File: src/rtl/key_event_detect.sv
// key_event_detect
//   Per-channel key debouncer and event generator. Each raw key pin is
//   synchronised, polarity-normalised, debounced, and turned into
//   press / release / long-hold / auto-repeat single-cycle pulses.
//
//   Optional feature: define KEY_REPEAT_EN to enable auto-repeat pulses
//   while a key is long-held; otherwise key_repeat is tied to 0.
//
// Ports
//   clk          : system clock, rising edge
//   rst_n        : asynchronous active-low reset
//   key_in       : [KEY_NUM] raw asynchronous key pins
//   key_level    : [KEY_NUM] debounced state, 1 = pressed
//   key_press    : [KEY_NUM] one-cycle pulse on debounced press
//   key_release  : [KEY_NUM] one-cycle pulse on debounced release
//   key_long     : [KEY_NUM] one-cycle pulse when hold reaches LONG_CYCLES
//   key_repeat   : [KEY_NUM] one-cycle pulse every REPEAT_CYCLES while long-held
module key_event_detect #(
  parameter int KEY_NUM       = 4,
  parameter int ACTIVE_LOW    = 1,
  parameter int DB_CYCLES     = 1_000_000,
  parameter int LONG_CYCLES   = 50_000_000,
  parameter int REPEAT_CYCLES = 10_000_000
) (
  input  logic               clk,
  input  logic               rst_n,
  input  logic [KEY_NUM-1:0] key_in,
  output logic [KEY_NUM-1:0] key_level,
  output logic [KEY_NUM-1:0] key_press,
  output logic [KEY_NUM-1:0] key_release,
  output logic [KEY_NUM-1:0] key_long,
  output logic [KEY_NUM-1:0] key_repeat
);

  localparam int DB_W   = $clog2(DB_CYCLES) + 1;
  localparam int HOLD_W = $clog2(LONG_CYCLES) + 1;
  localparam logic [DB_W-1:0]   DB_MAX   = DB_W'(DB_CYCLES);
  localparam logic [HOLD_W-1:0] HOLD_MAX = HOLD_W'(LONG_CYCLES - 1);
  // Pin level when the key is not pressed.
  localparam logic REL_LVL = (ACTIVE_LOW != 0);

  typedef enum logic [2:0] {
    IDLE, PRESS_DB, HELD, LONG, RELEASE_DB
  } state_t;

  logic [KEY_NUM-1:0] r_sync1, r_sync2;
  logic [KEY_NUM-1:0] w_pressed;

  always_ff @(posedge clk or negedge rst_n) begin
    if (!rst_n) begin
      r_sync1 <= {KEY_NUM{REL_LVL}};
      r_sync2 <= {KEY_NUM{REL_LVL}};
    end else begin
      r_sync1 <= key_in;
      r_sync2 <= r_sync1;
    end
  end

  assign w_pressed = r_sync2 ^ {KEY_NUM{REL_LVL}};

  for (genvar g = 0; g < KEY_NUM; g++) begin : g_ch
    state_t            r_state, w_state_nxt;
    logic [DB_W-1:0]   r_db, w_db_nxt;
    logic [HOLD_W-1:0] r_hold, w_hold_nxt;
    // r_entry marks the first cycle after a pulse-worthy transition; returns
    // from RELEASE_DB and aborted press debounces never set it.
    logic              r_entry, w_entry_nxt;
    logic              r_ret_long, w_ret_long_nxt;
    logic              w_level, w_press, w_release, w_long;

    always_ff @(posedge clk or negedge rst_n) begin
      if (!rst_n) begin
        r_state    <= IDLE;
        r_db       <= '0;
        r_hold     <= '0;
        r_entry    <= 1'b0;
        r_ret_long <= 1'b0;
      end else begin
        r_state    <= w_state_nxt;
        r_db       <= w_db_nxt;
        r_hold     <= w_hold_nxt;
        r_entry    <= w_entry_nxt;
        r_ret_long <= w_ret_long_nxt;
      end
    end

    always_comb begin
      w_state_nxt    = r_state;
      w_db_nxt       = r_db;
      w_hold_nxt     = r_hold;
      w_entry_nxt    = 1'b0;
      w_ret_long_nxt = r_ret_long;
      case (r_state)
        IDLE: begin
          if (w_pressed[g]) begin
            w_state_nxt = PRESS_DB;
            w_db_nxt    = '0;
          end
        end
        PRESS_DB: begin
          if (!w_pressed[g]) begin
            w_state_nxt = IDLE;
          end else if (r_db == DB_MAX) begin
            w_state_nxt = HELD;
            w_hold_nxt  = '0;
            w_entry_nxt = 1'b1;
          end else begin
            w_db_nxt = r_db + 1'b1;
          end
        end
        HELD: begin
          if (!w_pressed[g]) begin
            w_state_nxt    = RELEASE_DB;
            w_db_nxt       = '0;
            w_ret_long_nxt = 1'b0;
          end else if (r_hold == HOLD_MAX) begin
            w_state_nxt = LONG;
            w_entry_nxt = 1'b1;
          end else begin
            w_hold_nxt = r_hold + 1'b1;
          end
        end
        LONG: begin
          if (!w_pressed[g]) begin
            w_state_nxt    = RELEASE_DB;
            w_db_nxt       = '0;
            w_ret_long_nxt = 1'b1;
          end
        end
        RELEASE_DB: begin
          if (w_pressed[g]) begin
            w_state_nxt = r_ret_long ? LONG : HELD;
          end else if (r_db == DB_MAX) begin
            w_state_nxt = IDLE;
            w_entry_nxt = 1'b1;
          end else begin
            w_db_nxt = r_db + 1'b1;
          end
        end
        default: w_state_nxt = IDLE;
      endcase
    end

    always_comb begin
      w_level   = (r_state == HELD) || (r_state == LONG) || (r_state == RELEASE_DB);
      w_press   = (r_state == HELD) && r_entry;
      w_long    = (r_state == LONG) && r_entry;
      w_release = (r_state == IDLE) && r_entry;
    end

    assign key_level[g]   = w_level;
    assign key_press[g]   = w_press;
    assign key_long[g]    = w_long;
    assign key_release[g] = w_release;

`ifdef KEY_REPEAT_EN
    localparam int REP_W = $clog2(REPEAT_CYCLES) + 1;
    localparam logic [REP_W-1:0] REP_MAX = REP_W'(REPEAT_CYCLES - 1);

    logic [REP_W-1:0] r_rep, w_rep_nxt;
    logic             r_rep_pulse, w_rep_pulse_nxt;

    always_ff @(posedge clk or negedge rst_n) begin
      if (!rst_n) begin
        r_rep       <= '0;
        r_rep_pulse <= 1'b0;
      end else begin
        r_rep       <= w_rep_nxt;
        r_rep_pulse <= w_rep_pulse_nxt;
      end
    end

    // Counter frozen while in RELEASE_DB; restarts only on HELD->LONG.
    always_comb begin
      w_rep_nxt       = r_rep;
      w_rep_pulse_nxt = 1'b0;
      if (r_state == HELD && w_state_nxt == LONG) begin
        w_rep_nxt = '0;
      end else if (r_state == LONG && w_pressed[g]) begin
        if (r_rep == REP_MAX) begin
          w_rep_nxt       = '0;
          w_rep_pulse_nxt = 1'b1;
        end else begin
          w_rep_nxt = r_rep + 1'b1;
        end
      end
    end

    assign key_repeat[g] = (r_state == LONG) && r_rep_pulse;
`else
    assign key_repeat[g] = 1'b0;
`endif
  end

endmodule

File: config.mk
export PLATFORM = sky130hd
export DESIGN_NAME = key_event_detect
export DESIGN_NICKNAME = d
export VERILOG_FILES = /design/src/rtl/key_event_detect.sv
export SDC_FILE = /design/constraint.sdc
export NUM_CORES = 1
export LEC_CHECK = 0
export ABC_AREA = 1
export ABC_CLOCK_PERIOD_IN_PS = 4200
export BUFFER_PORTS_ARGS = -buffer_cell sky130_fd_sc_hd__buf_2
export CAP_MARGIN = 20
export CORE_AREA = 3 3 249 251
export DETAILED_ROUTE_END_ITERATION = 10
export DIE_AREA = 0 0 252 254
export GPL_TIMING_DRIVEN = 0
export HOLD_SLACK_MARGIN = 0.03
export SYNTH_ARGS = -nofsm -noshare
export SYNTH_HDL_FRONTEND = slang
export SYNTH_SLANG_ARGS = --single-unit
File: constraint.sdc
create_clock -name clk -period 4.2 [get_ports clk]
set_clock_uncertainty 0.1 [all_clocks]
set_input_delay 0.21 -clock clk [delete_from_list [all_inputs] [get_ports clk]]
set_output_delay 0.21 -clock clk [all_outputs]
set_load 0.02 [all_outputs]
Word level (Yosys, flattened, before mapping). Cells that the tools add are included.

Bits of input ports: 6. Word-level logic and storage cells: 279. Output and inout port bits: 20. Register bits after elaboration: 220.

$add $sub $neg: 8. Reduce and logical (&&, ||, !) cells: 56. Multiplexer cells: 120. Equal/unequal tests: 72. Bitwise operators: 1.

Operators by type and width (count): $mux W27 (16); $mux W21 (20); $pmux W21 S4 (4); $pmux W27 S2 (4); $add A27 B1 Y27 const B (4); $eq A27 B26 Y1 const B (4); $mux W3 (32); $add A21 B1 Y21 const B (4); $eq A21 B20 Y1 const B (4); $ne A2 B2 Y1 const B (36); $pmux W3 S5 (4); $reduce_and A5 Y1 (12); $ne A3 B3 Y1 const B (12); $mux W1 (32); $eq A3 B2 Y1 const B (8); $reduce_bool A2 Y1 (8); $reduce_bool A4 Y1 (4); $eq A3 B1 Y1 const B (4); $eq A3 B3 Y1 const B (4); $logic_and A1 B1 Y1 (12); $logic_not A3 Y1 (4); $pmux W1 S3 (4); $reduce_and A3 Y1 (4); $logic_or A1 B1 Y1 (8); 3 further kinds (9).

Depth between registers and ports, before layout. Gate-level depths: netlist of the first run.

Depth in word-level cells: 4. Mapped depth: 13. Mapped depth without buffers: 13.

Least setup slack after synthesis of the first run. Ideal clock, no wire load.

Kind: reg2reg. Start point: register g_ch[3].r_db[0]. End point: register g_ch[3].r_hold[7]. Data arrival time: 1619 ps. Setup slack: 2360 ps. Clock period less this slack: 1840 ps. Library setup time: 120 ps. Data required time: 3980 ps. Stages on the path, launching flop included: 13. Path buffers: 1. Path through: dfrtp_1 inv_1 ha_1 inv_1 nor2_1 nand2_1 nor2_2 nand3_2 o21ai_4 nand2_4 buf_6 nand2_1 nand2_1.

Cells in the longest elaborated chain, start to end: 3.

Ends and longest elaborated chain: start, declared (line 63) `logic [DB_W-1:0] r_db, w_db_nxt;`; start signal, assigned (line 80) `r_db <= w_db_nxt;`; $eq A21 B20 Y1 (line 103) `end else if (r_db == DB_MAX) begin`; $ne A2 B2 Y1 (no line); $reduce_and A5 Y1 (no line); end signal, assigned (line 81) `r_hold <= w_hold_nxt;`; end, declared (line 64) `logic [HOLD_W-1:0] r_hold, w_hold_nxt;`.

Every way passes these cells. A chain may end at the register's enable or synchronous reset.

Worst setup path in the final report of the first run.
Start point: register g_ch[3].r_state[1]. End point: output key_press[3].

Cells in the longest elaborated chain, start to end: 2.

Ends and longest elaborated chain: start, declared (line 62) `state_t r_state, w_state_nxt;`; start signal, assigned (line 79) `r_state <= w_state_nxt;`; $eq A3 B2 Y1 (line 146) `w_press = (r_state == HELD) && r_entry;`; $logic_and A1 B1 Y1 (line 146); end, declared (line 29) `output logic [KEY_NUM-1:0] key_press,`.

Every way passes these cells.

==> results of run 1 <==
==> power by group through the flow <==
| stage | registers [mW] | logic, mW | clock network, mW |
|---|---|---|---|
| 2_1_floorplan | 2.42 | 1.70 | 0 |
| 3_3_place_gp | 2.47 | 2.32 | 0 |
| 3_5_place_dp | 2.47 | 2.34 | 0 |
| 4_1_cts | 2.43 | 2.35 | 2.73 |
| 5_1_grt | 2.46 | 2.61 | 2.80 |
| 6_report | 2.43 | 2.30 | 2.63 |
==> Yosys cell counts, types with 11 or more instances <==
cell,n
nand4_1,57
nor3_1,44
buf_2,20
buf_4,25
buf_6,11
o21ai_2,17
o21ai_1,44
nor2_1,295
inv_2,12
nand2_1,774
nand2_2,19
dfrtp_1,212
or2_2,12
nand3_1,195
nor2_2,14
xnor2_1,18
o21ai_0,79
ha_1,12
inv_1,208
xor2_1,75
==> sequential cells by signal, summed over array words and instances, names as in the netlist <==
| register | count |
|---|---|
| g_ch.r_entry | 4 |
| g_ch.r_ret_long | 4 |
| g_ch.r_db | 84 |
| r_sync2 | 4 |
| r_sync1 | 4 |
| g_ch.r_state | 12 |
| g_ch.r_hold | 108 |
==> per-stage QoR <==
step / util, % / cells / total power [mW] / setup slack [ns]
finish: 28.5 / 3086 / 7.36 / 1.76
global route: 28.5 / 3086 / 7.87 / 1.55
CTS: 28.5 / 3086 / 7.51 / 1.73
detailed placement: 26.7 / 3029 / 4.81 / 1.96
global placement: 26.6 / 3027 / 4.79 / -1.32
floorplan: - / 2224 / 4.12 / 2.36
==> path summary, 6_finish.rpt <==
kind / from / endpoint / slack (ns) / cells after the start
min in group clk: key_in[3] / r_sync1[3]$_DFF_PN1_ / 0.20 / 2
worst min-delay path: rst_n / g_ch[3].r_db[5]$_DFFE_PN0P_ / 0.16 / 3
worst max register to register: g_ch[3].r_db[0]$_DFFE_PN0P_ / g_ch[3].r_db[18]$_DFFE_PN0P_ / 1.95 / 12
worst max-delay path: g_ch[3].r_state[1]$_DFFE_PN0P_ / key_press[3] / 1.76 / 9
worst min register to register: r_sync1[2]$_DFF_PN1_ / r_sync2[2]$_DFF_PN1_ / 0.25 / 0
max in group asynchronous: rst_n / g_ch[1].r_db[16]$_DFFE_PN0P_ / 2.89 / 4
==> worst min-delay path: stages <==
cell and delay, ns:
dlygate4sd3_1 0.56, buf_8 0.11, buf_16 0.36
==> final cells by class <==
type	count	share of cell area, %
repair buffers	28	1.29
plain buffers	66	2.77
well taps	782	5.72
multi-input cells	1717	47.2
clock inverters	14	1.18
inverters	221	4.85
flip-flops and latches	220	32.2
clock buffers	38	4.79
==> routing by layer <==
layer  routed length, µm  up-vias  track usage (%)
met4                 923        0             3.18
met1               18300     6191             15.9
li1                    -     7164                -
met2               15800      181             18.4
met5                   0        -                0
met3                1210       52             1.49
==> cells in the final DEF, fill, tap and decap left out, types with 17 or more instances in the layout <==
cell type,n
buf_4,25
xor2_1,75
nor3_1,44
inv_1,208
nand4_1,57
clkbuf_16,29
o21ai_2,17
o21ai_1,44
buf_2,40
nor2_1,295
dfrtp_1,212
nand2_2,19
nand2_1,774
nand3_1,195
xnor2_1,18
o21ai_0,79
==> cell families after synthesis <==
| kind of cell | count (synthesis) |
|---|---|
| other cells | 1 |
| buf+inv | 287 |
| fa+ha+maj | 12 |
| simple gates | 1441 |
| compound gates | 167 |
| xor+xnor | 93 |
| flops | 220 |
==> results.toml, run 1 <==
[synthesis]
syn_avg_cell_area_um2 = 6.70
ys_warn_count = 0
synthArstFlopShare_pct = 100
synthTopCellsByArea = "dfrtp_1 (36%), nand2_1 (20%), nor2_1 (7.4%)"
synth_top_area_cell = "dfrtp_1"
synth_compound_area_share_pct = 6.55
synth_seq_area_share_pct = 37.0
synth_adder_area_share_pct = 1.01
ys_ff_latch = 220
synth_edf_count = 0
netlist_area_mm2 = 0.0149
synth_simple_gate_area_share_pct = 41.1
synth_top_family_by_area = "simple AND/OR/NAND/NOR gates"
synth_xor_area_share_pct = 5.47
ys_types = 43
synth.area.mux_share_pct = 0
synth_cells = 2221
synth_top_area_share_pct = 35.6
synth_flop_cell = "dfrtp_1"

[timing]
post-route-period-util_pct = 58.2
fin_crit_ns = 2.44
setup_tns_ns = 0
finalSetupViolations = 0
worstMarginPinSlew_ns = 0.600
rsz0062_at_grt = "no"
hold_viol_final = 0
whs_ns = 0.162
max_freq_ghz = 0.409
slew_headroom_pct = 59.7
drv_slew = 0

[routing]
wl_per_cell_um = 11.8
totalWireLength_um = 36300
first_iter_violations = 852
via_count = 13588
vias_per_cell = 4.40
drtAntennaViolNets = 0
firstDrtPassIters = 5
remaining_drc_errors = 0

[die]
pin_count = 26
initial_core_util_pct = 24.8
core_mm2 = 0.0601
die_w_um = 252
fp-row-count = 90
die_height_um = 254
fp.dieArea_mm2 = 0.0640

[global_route]
grt-ovfl-total = 0
grt_usage_pct = 11.4
antenna_found_initial = 1
grt_start_max_net_pins = 114
grt_pass1_vias = 12742
grt_pass1_wl_um = 62300

[power_and_ir_drop]
leakage_nw = 7.51
ir_drop_uv = 274
intPower_mw = 4.64
power_frac_seq_pct = 33.1
pwr-share-clk_pct = 35.7
pwr-share-comb_pct = 31.2
power_density_mw_per_mm2 = 430
p_sw_share_pct = 37.0
netSwitchingPower_mw = 2.72

[cells_and_area]
fin_area_mm2 = 0.0171
multi_input_area_mm2 = 0.00808
fin_nets = 2300
diodes = 0
drive_gt1_share_pct = 10.0
area_growth_pct = 15.0
seqCellArea_mm2 = 0.00552
fillers = 6714

[place]
io_buffers = 21
dp_hpwl_um = 26500
place.gp.congestion = 0.867
postPlaceCellArea_mm2 = 0.0160

[critical_path]
path_max_fanout = 10
cp_cell_sequence = "inv_1, nor2_2, inv_2, nor2_2, inv_1, clkbuf_1, nor2_1, buf_4, buf_2"
cp_slowest_cell = "clkbuf_1"
path_class = "reg -> out"
critical_path_buf_inv_count = 6
critical_path_required_ns = 3.89
start_kind = "register"
cpPeakStageDelay_ns = 0.42
endpoint_kind = "output pin"
crit_family = "buffers and inverters"
crit_arrival_ns = 2.13

[clock_network]
cts_made_buffers = 28
cts_max_path_buffers = 3
post_cts_resized = 0
cts_max_level = 1
cts.reportedPaths.clkPinSlew_ns = 0.06
cts.sinks = 220
hold_buffers = 5
root_buffer = "clkbuf_16"
cts_tree = "done"
cts_setup_buffers = 0
clk_latency_ns = 0.56

[job]
maxCapViolations = 0

[status]
status = "finished, final reports clean"

[hold_path]
hp-class = "in -> async"
(Power assumes the default switching activity.)
==> run 2: changes to the inputs <==
- ABC_CLOCK_PERIOD_IN_PS: 4200 -> 2400
- clock period: 4.2 -> 2.4 ns (I/O delays scaled with it)
==> results.toml, run 2 (synthesis gave the netlist of run 1 again) <==
[die]
fp-row-count = 90
pin_count = 26
core_mm2 = 0.0601
die_height_um = 254
initial_core_util_pct = 24.8
fp.dieArea_mm2 = 0.0640
die_w_um = 252

[critical_path]
timing.rr.start = "g_ch[3].r_db[0]$_DFFE_PN0P_"
r2r_slack_ns = 0.19
cp_cell_sequence = "nor2_2, inv_2, nor2_2, inv_1, buf_2, nor2_1, buf_4, buf_2"
critical_path_required_ns = 2.18
start_kind = "register"
worstReg2RegEnd = "g_ch[3].r_db[18]$_DFFE_PN0P_"
reg2regPathDepth = 12
crit_arrival_ns = 2.01
critical_path_buf_inv_count = 5
cp-startpoint = "g_ch[3].r_state[2]$_DFFE_PN0P_"
crit_family = "buffers and inverters"
cp_slowest_cell = "dfrtp_1"
path_class = "reg -> out"
endpoint_kind = "output pin"
path_max_fanout = 10
cpPeakStageDelay_ns = 0.42

[routing]
drtAntennaViolNets = 0
wl_per_cell_um = 11.7
totalWireLength_um = 36300
vias_per_cell = 4.41
remaining_drc_errors = 0
via_count = 13595
first_iter_violations = 860
firstDrtPassIters = 5

[timing]
worstMarginPinSlew_ns = 0.599
finalSetupViolations = 0
setup_ws_ns = 0.171
drv_slew = 0
max_freq_ghz = 0.449
slew_headroom_pct = 59.7
fin_crit_ns = 2.23
rsz0062_at_grt = "no"
post-route-period-util_pct = 92.9
hold_viol_final = 0

[hold_path]
hp-class = "in -> async"

[power_and_ir_drop]
report.power.total_mw = 12.9
power_density_mw_per_mm2 = 752
pwr-share-clk_pct = 35.7
p_sw_share_pct = 37.0
pwr-share-comb_pct = 31.3
power_frac_seq_pct = 33.0
intPower_mw = 8.12
leakage_nw = 7.51
netSwitchingPower_mw = 4.76
ir_drop_uv = 479

[global_route]
grt_start_max_net_pins = 114
grt-ovfl-total = 0
grt_pass1_wl_um = 62300
antenna_found_initial = 1
grt_usage_pct = 11.4
grt_pass1_vias = 12742

[cells_and_area]
final_common_cell = "nand2_1"
reg_top3 = "g_ch.r_hold (108), g_ch.r_db (84), g_ch.r_state (12)"
largest-register = "g_ch.r_hold"
fin_area_mm2 = 0.0171
diodes = 0
layout_common_cells = "nand2_1 (774), nor2_1 (295), dfrtp_1 (212), inv_1 (208), nand3_1 (195)"
drive_gt1_share_pct = 10.2
area_growth_pct = 15.0
largest_reg_flops = 108
fin_nets = 2300

[clock_network]
cts_made_buffers = 28
root_buffer = "clkbuf_16"
cts_max_path_buffers = 3
cts.reportedPaths.clkPinSlew_ns = 0.06
cts_max_level = 1
cts_tree = "done"
clk_latency_ns = 0.56
cts_setup_buffers = 0
cts.sinks = 220

[place]
postPlaceCellArea_mm2 = 0.0160
place_ws_ns = 0.158
dp_hpwl_um = 26500
io_buffers = 21
place.gp.congestion = 0.867

[status]
status = "finished, final reports clean"

[job]
maxCapViolations = 0
==> run 2: cell count changes in the layout (fill, tap and decap cells not counted), sizes merged <==
cell and delta:
clkbuf -1, clkinvlp +1, buf +1, clkinv -1
==> run 2: worst max-delay path by stage <==
stage | end | slack, ns | cells after the start
floorplan | g_ch[3].r_hold[7]$_DFFE_PN0P_ | 0.56 | 12
global placement | g_ch[1].r_db[2]$_DFFE_PN0P_ | -3.03 | 1
detailed placement | g_ch[3].r_db[18]$_DFFE_PN0P_ | 0.16 | 12
CTS | key_press[3] | 0.02 | 9
global route | g_ch[3].r_db[18]$_DFFE_PN0P_ | 0.003 | 12
finish | key_press[3] | 0.17 | 8
==> run 2: cell type report <==
| cell class | count | area [µm²] |
|---|---|---|
| clock inverter | 14 | 201 |
| fill | 6714 | 43000 |
| timing repair buffer | 28 | 220 |
| multi-input combinational | 1717 | 8080 |
| buffer | 66 | 477 |
| clock buffer | 38 | 820 |
| sequential | 220 | 5520 |
| tap | 782 | 978 |
| inverter | 221 | 833 |
==> run 2: timing repair <==
item	CTS	global route
hold buffers	5	0
endpoints found under the hold margin	111	0
gates resized for setup	0	6
setup endpoints to repair	0	19
==> run 2: worst min-delay path: cells and delay by family <==
family	cells	cell delay [ns]
buffers and inverters	3	1.03
==> run 2: per-stage QoR <==
step	hold WS (ns)	TNS, ns	utilization, %	instances
after floorplan	-0.276	0	-	2224
after global placement	0.126	-650.79	26.6	3027
after detailed placement	0.0846	0	26.7	3029
after CTS	0.0605	0	28.5	3086
after global routing	0.0868	0	28.5	3086
final	0.0729	0	28.5	3086
==> run 2: routing by layer <==
layer / wire (µm) / GRT usage [%] / up-vias
li1: - / - / 7163
met1: 18300 / 15.9 / 6189
met2: 15800 / 18.4 / 191
met3: 1240 / 1.49 / 52
met4: 923 / 3.18 / 0
met5: 0 / 0 / -
==> run 2: power groups by stage <==
stage | Sequential [mW] | Clock (mW) | Combinational [mW]
6_report | 4.26 | 4.60 | 4.03
5_1_grt | 4.30 | 4.90 | 4.57
4_1_cts | 4.25 | 4.77 | 4.11
3_5_place_dp | 4.32 | 0 | 4.09
3_3_place_gp | 4.31 | 0 | 4.07
2_1_floorplan | 4.24 | 0 | 2.98
